$ cat src/rtl/axis_arb_pkg.sv
// -----------------------------------------------------------------------------
// axis_arb_pkg
// Shared types and helpers for the round-robin AXI-Stream arbiter.
//   arb_state_e : arbiter FSM state (IDLE = no grant, GRANT = passthrough)
//   idx_width() : width of a requester index, never less than 1 bit
//   MAX_NUM_S   : largest supported number of requesters
// -----------------------------------------------------------------------------
package axis_arb_pkg;

  localparam int MAX_NUM_S = 16;

  typedef enum logic {
    IDLE  = 1'b0,
    GRANT = 1'b1
  } arb_state_e;

  function automatic int idx_width(input int n);
    return (n > 1) ? $clog2(n) : 1;
  endfunction

endpackage

$ cat src/rtl/axis_rr_pick.sv
// -----------------------------------------------------------------------------
// axis_rr_pick
// Combinational rotating first-one finder. Starting at (last_ptr+1) mod NUM_S
// and wrapping upward, returns the index of the first asserted request.
// Ports:
//   req      in  NUM_S  request vector
//   last_ptr in  IW     index granted most recently (lowest priority now)
//   idx      out IW     winning index (0 when no request)
//   any      out 1      at least one request is set
// -----------------------------------------------------------------------------
module axis_rr_pick
  import axis_arb_pkg::*;
#(
  parameter int NUM_S = 4
) (
  input  logic [NUM_S-1:0]                req,
  input  logic [idx_width(NUM_S)-1:0]     last_ptr,
  output logic [idx_width(NUM_S)-1:0]     idx,
  output logic                            any
);

  localparam int IW = idx_width(NUM_S);

  logic [IW-1:0] cand;

  // Walk the candidates from the farthest (last_ptr+NUM_S, i.e. last_ptr
  // itself) down to the nearest (last_ptr+1); the last hit written is the
  // closest one after last_ptr, which is the round-robin winner.
  always_comb begin
    // NOTE: every output of a combinational block gets a default first, so no
    // path leaves it unassigned and no latch is inferred.
    idx  = '0;
    any  = 1'b0;
    cand = '0;
    for (int k = NUM_S; k >= 1; k--) begin
      cand = IW'((int'(last_ptr) + k) % NUM_S);
      if (req[cand]) begin
        idx = cand;
        any = 1'b1;
      end
    end
  end

endmodule

$ cat src/rtl/axis_arbiter_rr.sv
// -----------------------------------------------------------------------------
// axis_arbiter_rr
// N:1 round-robin AXI-Stream arbiter. In IDLE it picks the next requester
// (one bubble cycle), then in GRANT passes that requester's stream through
// for up to BURST_LEN beats, or until it deasserts tvalid, and rotates.
// Ports:
//   aclk, aresetn    clock, asynchronous active-low reset
//   s_axis_tdata     NUM_S*AXI_DATA_WIDTH flattened requester data (slice i)
//   s_axis_tvalid    NUM_S per-requester valid
//   s_axis_tready    NUM_S per-requester ready (only the granted one can be 1)
//   m_axis_tdata     AXI_DATA_WIDTH arbitrated data
//   m_axis_tvalid    arbitrated valid
//   m_axis_tready    downstream ready
//   m_axis_tid       granted index, 0 in IDLE (only with AXIS_ARB_TID_EN)
// Optional feature macro: AXIS_ARB_TID_EN adds the m_axis_tid output.
// -----------------------------------------------------------------------------
module axis_arbiter_rr
  import axis_arb_pkg::*;
#(
  parameter int AXI_DATA_WIDTH = 32,
  parameter int NUM_S          = 4,
  parameter int BURST_LEN      = 8
) (
  input  logic                            aclk,
  input  logic                            aresetn,
  input  logic [NUM_S*AXI_DATA_WIDTH-1:0] s_axis_tdata,
  input  logic [NUM_S-1:0]                s_axis_tvalid,
  output logic [NUM_S-1:0]                s_axis_tready,
  output logic [AXI_DATA_WIDTH-1:0]       m_axis_tdata,
  output logic                            m_axis_tvalid,
  input  logic                            m_axis_tready
`ifdef AXIS_ARB_TID_EN
  ,
  output logic [idx_width(NUM_S)-1:0]     m_axis_tid
`endif
);

  localparam int            IW        = idx_width(NUM_S);
  localparam int            CW        = $clog2(BURST_LEN + 1);
  localparam logic [CW-1:0] LAST_BEAT = CW'(BURST_LEN - 1);

  arb_state_e    state_q, state_d;
  logic [IW-1:0] grant_q, grant_d;
  logic [IW-1:0] last_ptr_q, last_ptr_d;
  logic [CW-1:0] beat_cnt_q, beat_cnt_d;

  logic [IW-1:0] pick_idx;
  logic          pick_any;
  logic          beat;

  axis_rr_pick #(
    .NUM_S (NUM_S)
  ) u_pick (
    .req      (s_axis_tvalid),
    .last_ptr (last_ptr_q),
    .idx      (pick_idx),
    .any      (pick_any)
  );

  // Datapath: pure passthrough from the granted requester; everything is
  // quiet while IDLE, which produces the arbitration bubble.
  always_comb begin
    m_axis_tdata  = '0;
    m_axis_tvalid = 1'b0;
    s_axis_tready = '0;
    if (state_q == GRANT) begin
      m_axis_tdata           = s_axis_tdata[int'(grant_q)*AXI_DATA_WIDTH +: AXI_DATA_WIDTH];
      m_axis_tvalid          = s_axis_tvalid[grant_q];
      s_axis_tready[grant_q] = m_axis_tready;
    end
  end

  assign beat = m_axis_tvalid & m_axis_tready;

`ifdef AXIS_ARB_TID_EN
  assign m_axis_tid = (state_q == GRANT) ? grant_q : '0;
`endif

  // Next-state logic. The winner is only ever chosen in IDLE, so a burst that
  // ends with other requests pending always costs one bubble cycle.
  always_comb begin
    state_d    = state_q;
    grant_d    = grant_q;
    last_ptr_d = last_ptr_q;
    beat_cnt_d = beat_cnt_q;
    unique case (state_q)
      IDLE: begin
        if (pick_any) begin
          state_d    = GRANT;
          grant_d    = pick_idx;
          beat_cnt_d = '0;
        end
      end
      GRANT: begin
        if (!s_axis_tvalid[grant_q]) begin
          // Requester ran dry: release early.
          state_d    = IDLE;
          last_ptr_d = grant_q;
        end else if (beat) begin
          beat_cnt_d = beat_cnt_q + CW'(1);
          if (beat_cnt_q == LAST_BEAT) begin
            state_d    = IDLE;
            last_ptr_d = grant_q;
          end
        end
      end
    endcase
  end

  always_ff @(posedge aclk or negedge aresetn) begin
    if (!aresetn) begin
      state_q    <= IDLE;
      grant_q    <= '0;
      last_ptr_q <= IW'(NUM_S - 1);
      beat_cnt_q <= '0;
    end else begin
      // NOTE: sequential state uses non-blocking assignments so every flop
      // samples the pre-edge values, independent of statement order.
      state_q    <= state_d;
      grant_q    <= grant_d;
      last_ptr_q <= last_ptr_d;
      beat_cnt_q <= beat_cnt_d;
    end
  end

endmodule
$ cat config.mk
export PLATFORM = sky130hd
export DESIGN_NAME = axis_arbiter_rr
export DESIGN_NICKNAME = d
export VERILOG_FILES = /design/src/rtl/axis_arb_pkg.sv /design/src/rtl/axis_rr_pick.sv /design/src/rtl/axis_arbiter_rr.sv
export SDC_FILE = /design/constraint.sdc
export NUM_CORES = 1
export LEC_CHECK = 0
export BUFFER_PORTS_ARGS = -buffer_cell sky130_fd_sc_hd__buf_2
export CORE_ASPECT_RATIO = 1.1
export CORE_UTILIZATION = 39
export DETAILED_ROUTE_END_ITERATION = 8
export PLACE_DENSITY = 0.9
export SLEW_MARGIN = 5
export SYNTH_ARGS = -nofsm -noshare
export SYNTH_HDL_FRONTEND = slang
export SYNTH_HIERARCHICAL = 1
export SYNTH_SLANG_ARGS = --single-unit
$ cat constraint.sdc
create_clock -name aclk -period 3.45 [get_ports aclk]
set_clock_uncertainty 0.05 [all_clocks]
set_input_delay 0.345 -clock aclk [delete_from_list [all_inputs] [get_ports aclk]]
set_output_delay 0.345 -clock aclk [all_outputs]
set_load 0.02 [all_outputs]
==> results_dict.tcl <==
set metrics [dict create \
    status "finished clean" \
    synth_cells 151 \
    grt_pass1_wl_um 8830 \
    overflow 0 \
    synthToLayoutAreaGrowth_pct 57.5 \
    cp_top_family "flip-flops" \
    whs_ps 430 \
    slew_viol_final 0 \
    cts.sinks 9 \
    path_cells "buf_4, mux4_2, and2_1, buf_2" \
    start_util_pct 40.8 \
    dpl_worst_slack_ps 1230 \
    worstPathMaxFanout 22 \
    cp.required_ps 3050 \
    io_buffer_count 171 \
    clk_pin_slew_ps 40 \
    routed_wirelength_um 5850 \
    gp_congestion 0.934 \
    coreArea_mm2 0.00399 \
    clk_latency_ps 230 \
    antenna_found_initial 5 \
    die_w_um 63.6 \
    mostFrequentLayoutCell "buf_2" \
    finalHoldViolCount 0 \
    ys_seq_area_share_pct 14.0 \
    root_buffer "clkbuf_8" \
    p_leak_nw 1.30 \
    synth.largest_area_cell "mux4_2" \
    grt_max_degree 25 \
    cp_slowest_cell "dfrtp_1" \
    synthesis.area_per_instance_um2 10.8 \
    via_per_inst 5.28 \
    worstSetupStartpointType "flip-flop" \
    dpl.hpwl_um 4990 \
    drt_iter0_markers 94 \
    cts_resized 0 \
    placed_cell_area_mm2 0.00250 \
    num_rows 24 \
    grt_pass1_vias 1893 \
    via_count 1964 \
    drv_cap 0 \
    min_period_ps 2480 \
    wl_per_cell_um 15.7 \
    synth_cell_types 32 \
    yosysWarningCount 6 \
    h-tree-depth 1 \
    drc 0 \
    grt_use_total_pct 25.7 \
    fill_cells 340 \
    synth_top_area_share_pct 44.3 \
    ant_nets 0 \
    drive_gt1_share_pct 69.1 \
    synth_edf_count 0 \
    period_share_pct 71.7 \
    worst_slack_ps 975 \
    cts.path.max_buffers 2 \
    num_io_pins 172 \
    vdd_ir_drop_max_mv 0.447 \
    async_flop_share_pct 100 \
    fp.dieH_um 69.8 \
    drt_first_pass_iters 4 \
    design_area_mm2 0.00256 \
    multiInputGateArea_mm2 0.00131 \
    netlist_top_cells_area "mux4_2 (44%), and2_1 (12%), dfrtp_1 (11%), nand2_1 (3.7%), dfstp_2 (3.2%)" \
    synthFlopType "dfrtp_1" \
    cts_hold_buf 1 \
    slew_headroom_pct 55.6 \
    die-area_mm2 0.00444 \
    fmax_mhz 404 \
    ys_ff_latch 9 \
    synthesis.area_mm2 0.00163 \
    setup_viol 0 \
    arrival_ps 2080 \
    cp_slowest_stage_delay_ps 760 \
    path_class "flip-flop to output port" \
    postCtsSetupBuffers 0 \
    hold_path_class "input pin to flip-flop" \
    rsz0062_at_grt "no" \
    ff_latch_area_um2 229 \
    setup_tns_ps 0 \
    synth_nets 287 \
    cts_tree "done" \
    p_per_area_mw_per_mm2 754 \
    numCtsBuffers 3 \
    mostFrequentLayoutCells "buf_2 (171), mux4_2 (32), and2_1 (32)" \
    crit_buf_inv 2 \
    end_kind "output port" \
    nets 454 \
    worstMarginPinSlew_ps 667 \
]
[synth_stat cells (3+ instances only)]
library cell and number:
nand2b_1 6, nand2_1 16, nor2_1 9, dfrtp_1 7, buf_2 6, nor2b_1 3
o211ai_1 3, buf_4 3, nand3_1 3, mux4_2 32, clkbuf_1 4, a21oi_1 3
and2_1 32
[metrics by stage]
| stage | total power [mW] | instances | utilization [%] |
|---|---|---|---|
| 2_1_floorplan | 1.44 | 151 | - |
| 3_3_place_gp | 1.78 | 364 | 62.6 |
| 3_5_place_dp | 1.82 | 364 | 62.6 |
| 4_1_cts | 1.94 | 369 | 64.0 |
| 5_1_grt | 2.06 | 371 | 64.1 |
| 6_report | 1.93 | 372 | 64.2 |
[path summary, 6_finish.rpt]
kind	start	to	slack, ps	cells past startpoint
max reg2reg	state_q	last_ptr_q[1]	1510	5
min in group asynchronous	aresetn	beat_cnt_q[3]	450	2
min reg2reg	beat_cnt_q[2]	beat_cnt_q[2]	470	1
min	s_axis_tvalid[0]	grant_q[0]	430	4
max in group asynchronous	aresetn	last_ptr_q[0]	2650	2
max	grant_q[1]	m_axis_tdata[5]	970	4
[where the power goes]
part           switching [mW]  internal [mW]  total, mW
combinational           0.763          0.765       1.53
clock                  0.0389         0.0803      0.119
sequential              0.125          0.160      0.286
[flip-flops by register name, indices dropped and copies added (netlist names)]
register and count:
beat_cnt_q 4, grant_q 2, last_ptr_q 2, state_q 1
[final cells by class]
cell class,instances,area share [%]
Timing Repair Buffer,176,34.9
Antenna cell,3,0.293
Sequential cell,9,8.93
Multi-Input combinational cell,126,51.2
Tap cell,52,2.54
Inverter,2,0.293
Clock buffer,4,1.76
[cells by family after synthesis]
kind of cell               Yosys count  synth area share [%]
buffers and inverters               16                  5.30
AOI/OAI and AO/OA                   13                  6.76
muxes                               38                  48.4
adders and majority gates            1                 0.769
DFF                                  9                  14.0
and+or+nand+nor                     73                  24.2
xor gates and xnor gates             1                 0.538
[layer usage]
layer	share of wire (%)	track usage (%)	vias to the layer above
met5	0.50	0	-
met4	1.7	5.56	4
met3	8.6	9.70	16
met2	50	43.4	104
met1	39	30.7	927
li1	-	-	913
[tightest hold or removal path: stages]
cell and delay, ps:
buf_2 120, o221ai_2 110, nand2_1 60, nand2_1 40
Note: power is estimated with default switching activity, not from simulation.
